File: src/rtl/vga_frame_receiver_if.sv
// VGA receive-link bundle.
// The generator side (master) drives hsync/vsync/rgb and observes everything
// the receiver regenerates; the receiver (slave) does the reverse.
//   hsync, vsync  active-low syncs, one pixel per clk
//   rgb           3-bit pixel colour
//   locked        timing lock established
//   sync_err      1-cycle pulse on line/frame length mismatch while locked
//   active_area   registered pixel is visible
//   coord_x/y     visible coordinates of the registered pixel
//   rgb_q         registered rgb, aligned with coord_x/coord_y
//   bar_x/bar_w   first white run on the measurement line
//   no_bar        no white pixel found on the measurement line
//   bar_valid     1-cycle pulse: bar outputs updated
interface vga_frame_receiver_if;
    logic       hsync;
    logic       vsync;
    logic [2:0] rgb;
    logic       locked;
    logic       sync_err;
    logic       active_area;
    logic [9:0] coord_x;
    logic [9:0] coord_y;
    logic [2:0] rgb_q;
    logic [9:0] bar_x;
    logic [9:0] bar_w;
    logic       no_bar;
    logic       bar_valid;

    modport master (
        output hsync, vsync, rgb,
        input  locked, sync_err, active_area, coord_x, coord_y, rgb_q,
               bar_x, bar_w, no_bar, bar_valid
    );

    modport slave (
        input  hsync, vsync, rgb,
        output locked, sync_err, active_area, coord_x, coord_y, rgb_q,
               bar_x, bar_w, no_bar, bar_valid
    );
endinterface

File: src/rtl/vga_frame_receiver.sv
// Receive end of the VGA link. Locks to the incoming hsync/vsync timing,
// regenerates active_area/coord_x/coord_y with one clk of latency, and
// measures the first white run on one chosen line of every locked frame.
// Ports:
//   clk    pixel clock
//   reset  asynchronous, active-high
//   vga    vga_frame_receiver_if.slave (stream in, timing/bar results out)
//
// state  | meaning
// -------+----------------------------------------------------------
// SEARCH | waiting for the first vsync fall to align the frame count
// CHECK  | counting consecutive good frames towards lock
// LOCKED | timing trusted; outputs live, any mismatch drops lock
module vga_frame_receiver #(
    parameter int H_SYNC      = 96,
    parameter int H_BP        = 48,
    parameter int H_ACTIVE    = 640,
    parameter int H_TOTAL     = 800,
    parameter int V_SYNC      = 2,
    parameter int V_BP        = 33,
    parameter int V_ACTIVE    = 480,
    parameter int V_TOTAL     = 525,
    parameter int MEAS_LINE   = 240,
    parameter int LOCK_FRAMES = 2
) (
    input logic                 clk,
    input logic                 reset,
    vga_frame_receiver_if.slave vga
);

    localparam logic [9:0] H_START = 10'(H_SYNC + H_BP);
    localparam logic [9:0] H_END   = 10'(H_SYNC + H_BP + H_ACTIVE);
    localparam logic [9:0] H_LAST  = 10'(H_TOTAL - 1);
    localparam logic [9:0] V_START = 10'(V_SYNC + V_BP);
    localparam logic [9:0] V_END   = 10'(V_SYNC + V_BP + V_ACTIVE);
    localparam logic [9:0] V_LAST  = 10'(V_TOTAL - 1);
    localparam logic [9:0] MEAS_V  = 10'(V_SYNC + V_BP + MEAS_LINE);
    localparam logic [3:0] LOCK_N  = 4'(LOCK_FRAMES);
    localparam logic [9:0] CNT_MAX = 10'd1023;

    typedef enum logic [1:0] {SEARCH, CHECK, LOCKED} state_t;

    state_t     state;
    logic [3:0] good;
    logic       frame_bad;   // a line failed somewhere in the frame being checked
    logic       hs_prev, vs_prev;
    logic       vs_pend;     // vsync fell mid-line; restart vcnt on the next hsync fall
    logic [9:0] hcnt, vcnt;

    logic       meas_seen, meas_run;
    logic [9:0] acc_x, acc_w;

    logic       locked_q, sync_err_q, active_q, no_bar_q, bar_valid_q;
    logic [9:0] coord_x_q, coord_y_q, bar_x_q, bar_w_q;
    logic [2:0] rgb_q_q;

    logic       hs_fall, vs_fall;
    logic [9:0] hcnt_nxt, vcnt_nxt, x_nxt;
    logic       line_bad, frame_len_bad, fail_now, lock_ok;
    logic       active_nxt, on_meas, white, report;

    always_comb begin
        hs_fall  = hs_prev & ~vga.hsync;
        vs_fall  = vs_prev & ~vga.vsync;

        hcnt_nxt = hcnt;
        if (hs_fall)
            hcnt_nxt = '0;
        else if (hcnt != CNT_MAX)
            hcnt_nxt = hcnt + 10'd1;

        vcnt_nxt = vcnt;
        if (hs_fall) begin
            if (vs_fall || vs_pend)
                vcnt_nxt = '0;
            else if (vcnt != CNT_MAX)
                vcnt_nxt = vcnt + 10'd1;
        end

        line_bad      = hs_fall && (hcnt != H_LAST);
        frame_len_bad = vs_fall && (vcnt != V_LAST);
        fail_now      = line_bad || frame_len_bad;
        // A failing cycle in LOCKED is already the loss of lock, so it must
        // neither extend nor report the pending measurement.
        lock_ok       = (state == LOCKED) && !fail_now;

        active_nxt = locked_q &&
                     (hcnt_nxt >= H_START) && (hcnt_nxt < H_END) &&
                     (vcnt_nxt >= V_START) && (vcnt_nxt < V_END);
        x_nxt      = hcnt_nxt - H_START;
        white      = (vga.rgb == 3'b111);
        on_meas    = active_nxt && (vcnt_nxt == MEAS_V);
        // vcnt only moves on hsync falls, so this fires once per frame.
        report     = hs_fall && (vcnt_nxt == V_END) && (vcnt != V_END);
    end

    always_ff @(posedge clk or posedge reset) begin
        if (reset) begin
            state       <= SEARCH;
            good        <= '0;
            frame_bad   <= 1'b0;
            hs_prev     <= 1'b1;
            vs_prev     <= 1'b1;
            vs_pend     <= 1'b0;
            hcnt        <= '0;
            vcnt        <= '0;
            meas_seen   <= 1'b0;
            meas_run    <= 1'b0;
            acc_x       <= '0;
            acc_w       <= '0;
            locked_q    <= 1'b0;
            sync_err_q  <= 1'b0;
            active_q    <= 1'b0;
            coord_x_q   <= '0;
            coord_y_q   <= '0;
            rgb_q_q     <= '0;
            bar_x_q     <= '0;
            bar_w_q     <= '0;
            no_bar_q    <= 1'b0;
            bar_valid_q <= 1'b0;
        end else begin
            hs_prev     <= vga.hsync;
            vs_prev     <= vga.vsync;
            hcnt        <= hcnt_nxt;
            vcnt        <= vcnt_nxt;
            sync_err_q  <= 1'b0;
            bar_valid_q <= 1'b0;

            if (hs_fall)
                vs_pend <= 1'b0;
            else if (vs_fall)
                vs_pend <= 1'b1;

            case (state)
                SEARCH: begin
                    if (vs_fall) begin
                        state     <= CHECK;
                        good      <= '0;
                        frame_bad <= 1'b0;
                    end
                end
                CHECK: begin
                    if (vs_fall) begin
                        frame_bad <= 1'b0;
                        if (fail_now || frame_bad) begin
                            good <= '0;
                        end else if (good + 4'd1 == LOCK_N) begin
                            state    <= LOCKED;
                            locked_q <= 1'b1;
                            good     <= '0;
                        end else begin
                            good <= good + 4'd1;
                        end
                    end else if (line_bad) begin
                        good      <= '0;
                        frame_bad <= 1'b1;
                    end
                end
                LOCKED: begin
                    if (fail_now) begin
                        state      <= SEARCH;
                        locked_q   <= 1'b0;
                        sync_err_q <= 1'b1;
                    end
                end
                default: begin
                    state    <= SEARCH;
                    locked_q <= 1'b0;
                end
            endcase

            active_q  <= active_nxt;
            coord_x_q <= active_nxt ? x_nxt : 10'd0;
            coord_y_q <= active_nxt ? (vcnt_nxt - V_START) : 10'd0;
            rgb_q_q   <= vga.rgb;

            if (!lock_ok) begin
                meas_seen <= 1'b0;
                meas_run  <= 1'b0;
            end else if (report) begin
                bar_valid_q <= 1'b1;
                no_bar_q    <= !meas_seen;
                bar_x_q     <= meas_seen ? acc_x : 10'd0;
                bar_w_q     <= meas_seen ? acc_w : 10'd0;
                meas_seen   <= 1'b0;
                meas_run    <= 1'b0;
            end else if (on_meas) begin
                if (!meas_seen && white) begin
                    meas_seen <= 1'b1;
                    meas_run  <= 1'b1;
                    acc_x     <= x_nxt;
                    acc_w     <= 10'd1;
                end else if (meas_run && white) begin
                    acc_w <= acc_w + 10'd1;
                end else begin
                    meas_run <= 1'b0;
                end
            end else begin
                // Leaving the active part of the line closes any open run.
                meas_run <= 1'b0;
            end
        end
    end

    assign vga.locked      = locked_q;
    assign vga.sync_err    = sync_err_q;
    assign vga.active_area = active_q;
    assign vga.coord_x     = coord_x_q;
    assign vga.coord_y     = coord_y_q;
    assign vga.rgb_q       = rgb_q_q;
    assign vga.bar_x       = bar_x_q;
    assign vga.bar_w       = bar_w_q;
    assign vga.no_bar      = no_bar_q;
    assign vga.bar_valid   = bar_valid_q;

endmodule

File: src/flat_wrapper.sv
// flat-port wrapper written by rule: the top's interface ports become plain ports
module vga_frame_receiver_flat 
#(
    parameter int H_SYNC      = 96,
    parameter int H_BP        = 48,
    parameter int H_ACTIVE    = 640,
    parameter int H_TOTAL     = 800,
    parameter int V_SYNC      = 2,
    parameter int V_BP        = 33,
    parameter int V_ACTIVE    = 480,
    parameter int V_TOTAL     = 525,
    parameter int MEAS_LINE   = 240,
    parameter int LOCK_FRAMES = 2
)
  (clk, reset, vga_hsync, vga_vsync, vga_rgb, vga_locked, vga_sync_err, vga_active_area, vga_coord_x, vga_coord_y, vga_rgb_q, vga_bar_x, vga_bar_w, vga_no_bar, vga_bar_valid);
  vga_frame_receiver_if vga_i ();
  input logic clk;
  input logic reset;
  input wire logic [$bits(vga_i.hsync)-1:0] vga_hsync;
  input wire logic [$bits(vga_i.vsync)-1:0] vga_vsync;
  input wire logic [$bits(vga_i.rgb)-1:0] vga_rgb;
  output wire logic [$bits(vga_i.locked)-1:0] vga_locked;
  output wire logic [$bits(vga_i.sync_err)-1:0] vga_sync_err;
  output wire logic [$bits(vga_i.active_area)-1:0] vga_active_area;
  output wire logic [$bits(vga_i.coord_x)-1:0] vga_coord_x;
  output wire logic [$bits(vga_i.coord_y)-1:0] vga_coord_y;
  output wire logic [$bits(vga_i.rgb_q)-1:0] vga_rgb_q;
  output wire logic [$bits(vga_i.bar_x)-1:0] vga_bar_x;
  output wire logic [$bits(vga_i.bar_w)-1:0] vga_bar_w;
  output wire logic [$bits(vga_i.no_bar)-1:0] vga_no_bar;
  output wire logic [$bits(vga_i.bar_valid)-1:0] vga_bar_valid;
  assign vga_i.hsync = vga_hsync;
  assign vga_i.vsync = vga_vsync;
  assign vga_i.rgb = vga_rgb;
  assign vga_locked = vga_i.locked;
  assign vga_sync_err = vga_i.sync_err;
  assign vga_active_area = vga_i.active_area;
  assign vga_coord_x = vga_i.coord_x;
  assign vga_coord_y = vga_i.coord_y;
  assign vga_rgb_q = vga_i.rgb_q;
  assign vga_bar_x = vga_i.bar_x;
  assign vga_bar_w = vga_i.bar_w;
  assign vga_no_bar = vga_i.no_bar;
  assign vga_bar_valid = vga_i.bar_valid;
  vga_frame_receiver #(.H_SYNC(H_SYNC), .H_BP(H_BP), .H_ACTIVE(H_ACTIVE), .H_TOTAL(H_TOTAL), .V_SYNC(V_SYNC), .V_BP(V_BP), .V_ACTIVE(V_ACTIVE), .V_TOTAL(V_TOTAL), .MEAS_LINE(MEAS_LINE), .LOCK_FRAMES(LOCK_FRAMES)) u_core (.clk(clk), .reset(reset), .vga(vga_i));
endmodule
File: config.mk
export PLATFORM = sky130hd
export DESIGN_NAME = vga_frame_receiver_flat
export DESIGN_NICKNAME = d
export VERILOG_FILES = /design/src/rtl/vga_frame_receiver_if.sv /design/src/rtl/vga_frame_receiver.sv /design/src/flat_wrapper.sv
export SDC_FILE = /design/constraint.sdc
export NUM_CORES = 1
export LEC_CHECK = 0
export ABC_AREA = 1
export ABC_CLOCK_PERIOD_IN_PS = 3000
export BUFFER_PORTS_ARGS = -buffer_cell sky130_fd_sc_hd__buf_2
export CELL_PAD_IN_SITES_DETAIL_PLACEMENT = 1
export CELL_PAD_IN_SITES_GLOBAL_PLACEMENT = 1
export CORE_MARGIN = 1.5
export CORE_UTILIZATION = 30
export DETAILED_ROUTE_END_ITERATION = 8
export PLACE_DENSITY = 0.56
export SYNTH_ARGS = -nofsm -noshare
export SYNTH_HDL_FRONTEND = slang
export SYNTH_SLANG_ARGS = --single-unit
File: constraint.sdc
create_clock -name clk -period 3 [get_ports clk]
set_input_delay 0.15 -clock clk [delete_from_list [all_inputs] [get_ports clk]]
set_output_delay 0.15 -clock clk [all_outputs]
set_load 0.01 [all_outputs]
# Word level (Yosys, flattened, before mapping)
# Cells that the tools add are included.
# classes
bitwise_logic	6
addsub	6
order_cmp	4
eq_ne	20
mux	47
reduce_logical	28
# op_table
op	count
10-bit 2-to-1 mux	11
10-bit != test (second input constant)	5
10-bit by 1-bit adder with 10-bit output (second input constant)	3
1-bit 2-to-1 mux	22
10-bit < comparator (second input constant)	2
4-bit 2-to-1 mux	5
1-bit logical AND	12
10-bit equality test (second input constant)	1
10-bit by 9-bit equality test with 1-bit output (second input constant)	1
10-bit by 6-bit greater-or-equal comparator with 1-bit output (second input constant)	1
10-bit by 8-bit greater-or-equal comparator with 1-bit output (second input constant)	1
2-bit 2-to-1 mux	5
5-bit AND reduction	2
10-bit by 6-bit subtractor with 10-bit output (second input constant)	1
10-bit by 8-bit subtractor with 10-bit output (second input constant)	1
2-bit by 1-bit != test with 1-bit output (second input constant)	4
4-bit case mux with 2 select lines	1
4-bit AND reduction	2
3-bit != test (second input constant)	2
2-bit case mux with 3 select lines	1
2-bit nonzero test	3
5-bit != test (second input constant)	1
4-bit by 1-bit adder with 4-bit output (second input constant)	1
4-bit by 2-bit equality test with 1-bit output (second input constant)	1
other kinds (14)	22
# word_totals
regBits	100
output_inout_bits	48
inputBits	7

# Longest topological paths before layout
# depth
word_depth	12
ltp_mapped	23
ltp_nobuf	23

# Worst setup path after synthesis
# No wires, ideal clock.
# synth_path
kind	register to register
from	register u_core.vcnt[0]
to	register u_core.acc_x[3]
period_less_slack_ns	2.855
required_time_ns	2.881
setup_slack_ns	0.145
n_path_buf	1
arrival_ns	2.736
path_stages_with_launch	19
path_cell_list	dfrtp_1 > ha_1 > nand3_2 > nor2_4 > nand2_4 > nand2_1 > nor2_1 > nor3_1 > ha_1 > nand2_1 > nor2_1 > nand3_1 > nand2_1 > nor2_2 > nor2_8 > nand3_4 > buf_6 > nand2_1 > o21ai_2
# synth_between
elab_chain_len	9
elab_cells_between_ends	22
cone_classes	add/sub: 1; order compare: 2; eq/ne: 5; mux: 3; bitwise: 1; reduce/logical: 10
# synth_lines
element	line	rtl
from (decl)	vga_frame_receiver.sv:48	logic [9:0] hcnt, vcnt;
from (signal assigned)	vga_frame_receiver.sv:125	vcnt <= vcnt_nxt;
10-bit by 1-bit adder with 10-bit output or 10-bit != test (tied branches)	vga_frame_receiver.sv:77, vga_frame_receiver.sv:76	
10-bit 2-to-1 mux	vga_frame_receiver.sv:76	else if (vcnt != CNT_MAX)
10-bit 2-to-1 mux	vga_frame_receiver.sv:74	if (vs_fall || vs_pend)
10-bit 2-to-1 mux (*)	vga_frame_receiver.sv:73	if (hs_fall) begin
via u_core.vcnt_nxt[0]	vga_frame_receiver.sv:58	logic [9:0] hcnt_nxt, vcnt_nxt, x_nxt;
10-bit by 6-bit greater-or-equal comparator with 1-bit output	vga_frame_receiver.sv:89	(vcnt_nxt >= V_START) && (vcnt_nxt < V_END);
1-bit logical AND	vga_frame_receiver.sv:88	(hcnt_nxt >= H_START) && (hcnt_nxt < H_END) &&
1-bit logical AND (*)	vga_frame_receiver.sv:89	
via u_core.active_nxt	vga_frame_receiver.sv:60	logic active_nxt, on_meas, white, report;
1-bit logical AND (*)	vga_frame_receiver.sv:92	on_meas = active_nxt && (vcnt_nxt == MEAS_V);
4-bit AND reduction (no line) (*)	--	
to (signal assigned)	vga_frame_receiver.sv:191	acc_x <= x_nxt;
to (decl)	vga_frame_receiver.sv:51	logic [9:0] acc_x, acc_w;
# Mark *: on every way through the listed nets, which the timed path passes. The rest lies on a longest branch.
# A chain may end at the register's enable or synchronous reset.

# Final worst setup path
# layout_path
from	register u_core.hcnt[1]
to	register u_core.acc_x[9]
# layout_between
elab_chain_len	10
elab_cells_between_ends	18
cone_classes	add/sub: 2; order compare: 2; eq/ne: 2; mux: 2; reduce/logical: 10
# layout_lines
element	line	rtl
from (decl)	vga_frame_receiver.sv:48	
from (signal assigned)	vga_frame_receiver.sv:124	hcnt <= hcnt_nxt;
10-bit by 1-bit adder with 10-bit output or 10-bit != test (tied branches)	vga_frame_receiver.sv:70, vga_frame_receiver.sv:69	
10-bit 2-to-1 mux (*)	vga_frame_receiver.sv:69	else if (hcnt != CNT_MAX)
10-bit 2-to-1 mux (*)	vga_frame_receiver.sv:67	if (hs_fall)
via u_core.hcnt_nxt[4]	vga_frame_receiver.sv:58	
10-bit by 8-bit greater-or-equal comparator with 1-bit output	vga_frame_receiver.sv:88	
1-bit logical AND	vga_frame_receiver.sv:87	active_nxt = locked_q &&
1-bit logical AND (*) (2 in a row)	vga_frame_receiver.sv:88	
1-bit logical AND (*)	vga_frame_receiver.sv:89	
via u_core.active_nxt	vga_frame_receiver.sv:60	
1-bit logical AND (*)	vga_frame_receiver.sv:92	
4-bit AND reduction (no line) (*)	--	
# Marks and branches as above.

==> metrics.txt <==
status=finished, final reports clean; WP buf/inv=3; CTS buffer count=9; Final Wtd Congestion=0.813; max incr delay on CP=0.43 ns; Mapped Avg Cell Area=8.48 µm²; vias in the first global route=4621; Ports=55; clk_lat worst skew=0.35 ns; Layout area overhead=26.1%; GRT Overall Usage=0.170; DRC=0; Seq/Total Area, Yosys=0.479; Setup CP Type=flip-flop to flip-flop; Core ar.=0.0172 mm²; Reg power frac=0.452; P_sw=1000 µW; initial core utilization=0.304; Mapped Area=0.00523 mm²; DR WL/cell=15.8 µm; Initial DRT Pass Iterations=6; Worst VDD drop=0.316 mV; Synth Net Count=633; Yosys warnings=0; Post-Place Cells=911; I/O Buffers=54; Worst setup SP type=flip-flop; clock sink total=100; Routed WL=15000 µm; H-tree depth=3; Worst Max-Slew Pin Slew=0.690 ns; Clk network pwr share=0.356; Tmin final=2.85 ns; worst-path fanout max=5; worst slack, placed=-0.0706 ns; vias=4476; FF+latch count, synth=100; TritonCTS clock tree=yes; FP Rows=48; Syn Inst Count=617; critical path capture point type=flip-flop; total of max-cap violations=0; Slew Limit Headroom=0.538; Pins Over Slew Limit=0; first-pass GRT wire length=24000 µm; CTS Buffer Depth=2; Adder-Cell Fraction of Synth Area=0.0215; worst setup margin=0.151 ns; final core utilization=0.384; Synth Area in Compound Gates=0.0895; Final nets=735; Die W=135 µm; switching share of power=0.304; f_max=351 MHz; HP Class=primary input to asynchronous set/reset pin; design area=0.00660 mm²; DIE AREA=0.0182 mm²; RSZ-0062 raised after global routing=true; delay-heaviest family, CP=simple AND/OR/NAND/NOR gates; DRT antenna net count=0; Yosys cell types=40; Final setup viols=0; drt initial violations=191; clock slew at reported path FFs=0.07 ns; internal power=2300 µW; Hold Fails Final Rpt=0; largest family of logic cells by synthesized area=simple AND/OR/NAND/NOR gates; share of cells above drive strength 1=0.284; pin count of the biggest net entering global routing=53; Leakage=0.00343 µW; Combinational Power Share=0.192; worst path cell trace=ha_4 > nand2_4 > nor2_4 > nand3_2 > nand2_1 > nand3_2 > inv_2 > ha_2 > inv_2 > nor2_2 > nand2_1 > nor2_1 > nand2_1 > nand2_2 > nand2_2 > nor2_4 > nand2_4 > nor2_8 > nand3_4 > clkbuf_16 > nand2_4 > o21ai_2; Post-Synth XOR/XNOR Area=0.0234; Avg Vias per Cell=4.73; antenna violations before repair=0; mux cell area share after synthesis=0; Arr. time, crit path=3.09 ns; WP data required=3.24 ns; Layout Cells excl Fill=947; root buffer cell=clkbuf_16; Post-Place Cell Area=0.00594 mm²; die height=135 µm; setup TNS=0 ns; P per Cell Area=500 mW/mm²; post-DP HPWL=11100 µm; most common cell after layout, fill and taps aside=nand2_1; most frequent cells in the layout=nand2_1, dfrtp_1, inv_1; Synth Area in Simple Gates=0.309; GRT overflow=0; Period Utilization, post-route=0.950; Layout Skew=0.00652 ns; n_diodes=0; CP max-delay cell=dfrtp_1
-- power groups by stage --
| stage | combinational [µW] | sequential (µW) | clock, µW |
|---|---|---|---|
| after floorplan | 384 | 1500 | 0 |
| after global placement | 563 | 1500 | 0 |
| after detailed placement | 566 | 1510 | 0 |
| after CTS | 578 | 1480 | 1220 |
| after global routing | 722 | 1500 | 1270 |
| final | 633 | 1490 | 1170 |
-- synthesized netlist by cell type, drive strengths merged --
cell,instances,share of area
o21ai,34,0.040
nand4,19,0.024
o41ai,2,0.0033
nand2,160,0.13
ha,9,0.022
a31oi,1,0.0012
a21oi,15,0.016
or2,2,0.0024
a211oi,2,0.0029
o21bai,1,0.0014
clkbuf,2,0.0014
nand3,49,0.053
nand3b,3,0.0067
xnor2,4,0.0067
and3,2,0.0024
dfstp,2,0.010
nor3,13,0.014
inv,86,0.062
nor2,78,0.079
nor4,1,0.0012
xor2,10,0.017
dfrtp,98,0.47
a32o,12,0.023
o21a,1,0.0014
buf,11,0.014
-- worst register-to-register path: stages, from the launching register on --
cell	delay, ns
dfrtp_1	0.43
ha_4	0.19
nand2_4	0.06
nor2_4	0.18
nand3_2	0.11
nand2_1	0.10
nand3_2	0.12
inv_2	0.08
ha_2	0.16
inv_2	0.03
nor2_2	0.06
nand2_1	0.05
nor2_1	0.09
nand2_1	0.10
nand2_2	0.08
nand2_2	0.06
nor2_4	0.15
nand2_4	0.08
nor2_8	0.16
nand3_4	0.14
clkbuf_16	0.20
nand2_4	0.05
o21ai_2	0.04
-- worst paths after layout --
| check | slack, ns | startpoint | depth (start not counted) | end |
|---|---|---|---|---|
| max | 0.15 | u_core.hcnt[1]$_DFF_PP0_ | 22 | u_core.acc_x[9]$_DFFE_PP0P_ |
| max reg2reg | 0.15 | u_core.hcnt[1]$_DFF_PP0_ | 22 | u_core.acc_x[9]$_DFFE_PP0P_ |
| min reg2reg | 0.49 | u_core.vga.bar_w[3]$_DFFE_PP0P_ | 2 | u_core.vga.bar_w[3]$_DFFE_PP0P_ |
| min in group clk | 0.45 | vga_rgb[2] | 2 | u_core.vga.rgb_q[2]$_DFF_PP0_ |
| max in group asynchronous | 1.86 | reset | 4 | u_core.vga.coord_y[3]$_DFF_PP0_ |
| min | 0.42 | reset | 3 | u_core.vga.rgb_q[2]$_DFF_PP0_ |
-- flip-flops by register name, summed over array words and instances (netlist names), 2 cells and up --
name	cells
u_core.vcnt	10
u_core.vga.rgb_q	3
u_core.state	2
u_core.vga.coord_y	10
u_core.acc_x	10
u_core.vga.bar_w	10
u_core.vga.coord_x	10
u_core.good	4
u_core.hcnt	10
u_core.acc_w	10
u_core.vga.bar_x	10
-- what timing repair did --
| item | 4_1_cts | 5_1_grt |
|---|---|---|
| setup buffers | 0 | 14 |
| pin swaps | 0 | 15 |
| resized for setup | 1 | 40 |
| gates cloned | 0 | 2 |
| hold buffers | 6 | 0 |
| hold endpoints to repair | 51 | 0 |
| setup endpoints to repair | 20 | 63 |
-- cells by family (layout without fill, tap and decap cells) --
family | count (synthesis) | count (layout)
buffers and inverters | 99 | 204
DFF | 100 | 100
adders and majority gates | 9 | 9
xor gates and xnor gates | 14 | 14
AOI/OAI and AO/OA | 68 | 68
and+or+nand+nor | 327 | 327
-- per-layer routing --
layer / wire [µm] / vias up / track usage / share of wire
met5: 0 / - / 0 / 0
met4: 204 / 0 / 0.0478 / 0.014
met3: 422 / 17 / 0.0323 / 0.028
met2: 7280 / 68 / 0.284 / 0.49
met1: 7070 / 2198 / 0.225 / 0.47
li1: - / 2193 / - / -
-- metrics by stage --
step	total power (µW)	hold WS, ns
final	3300	0.422
after global routing	3490	0.448
after CTS	3280	0.436
after detailed placement	2080	0.274
after global placement	2070	0.268
after floorplan	1880	0.154
-- layout make-up --
type	count	area, µm²
Fill cell	2089	10600
Clock buffer	9	225
Clock inverter	5	60.1
Inverter	86	328
Multi-Input combinational cell	418	2480
Sequential cell	100	2500
Tap cell	225	282
Timing Repair Buffer	104	721
(Power assumes the default switching activity.)
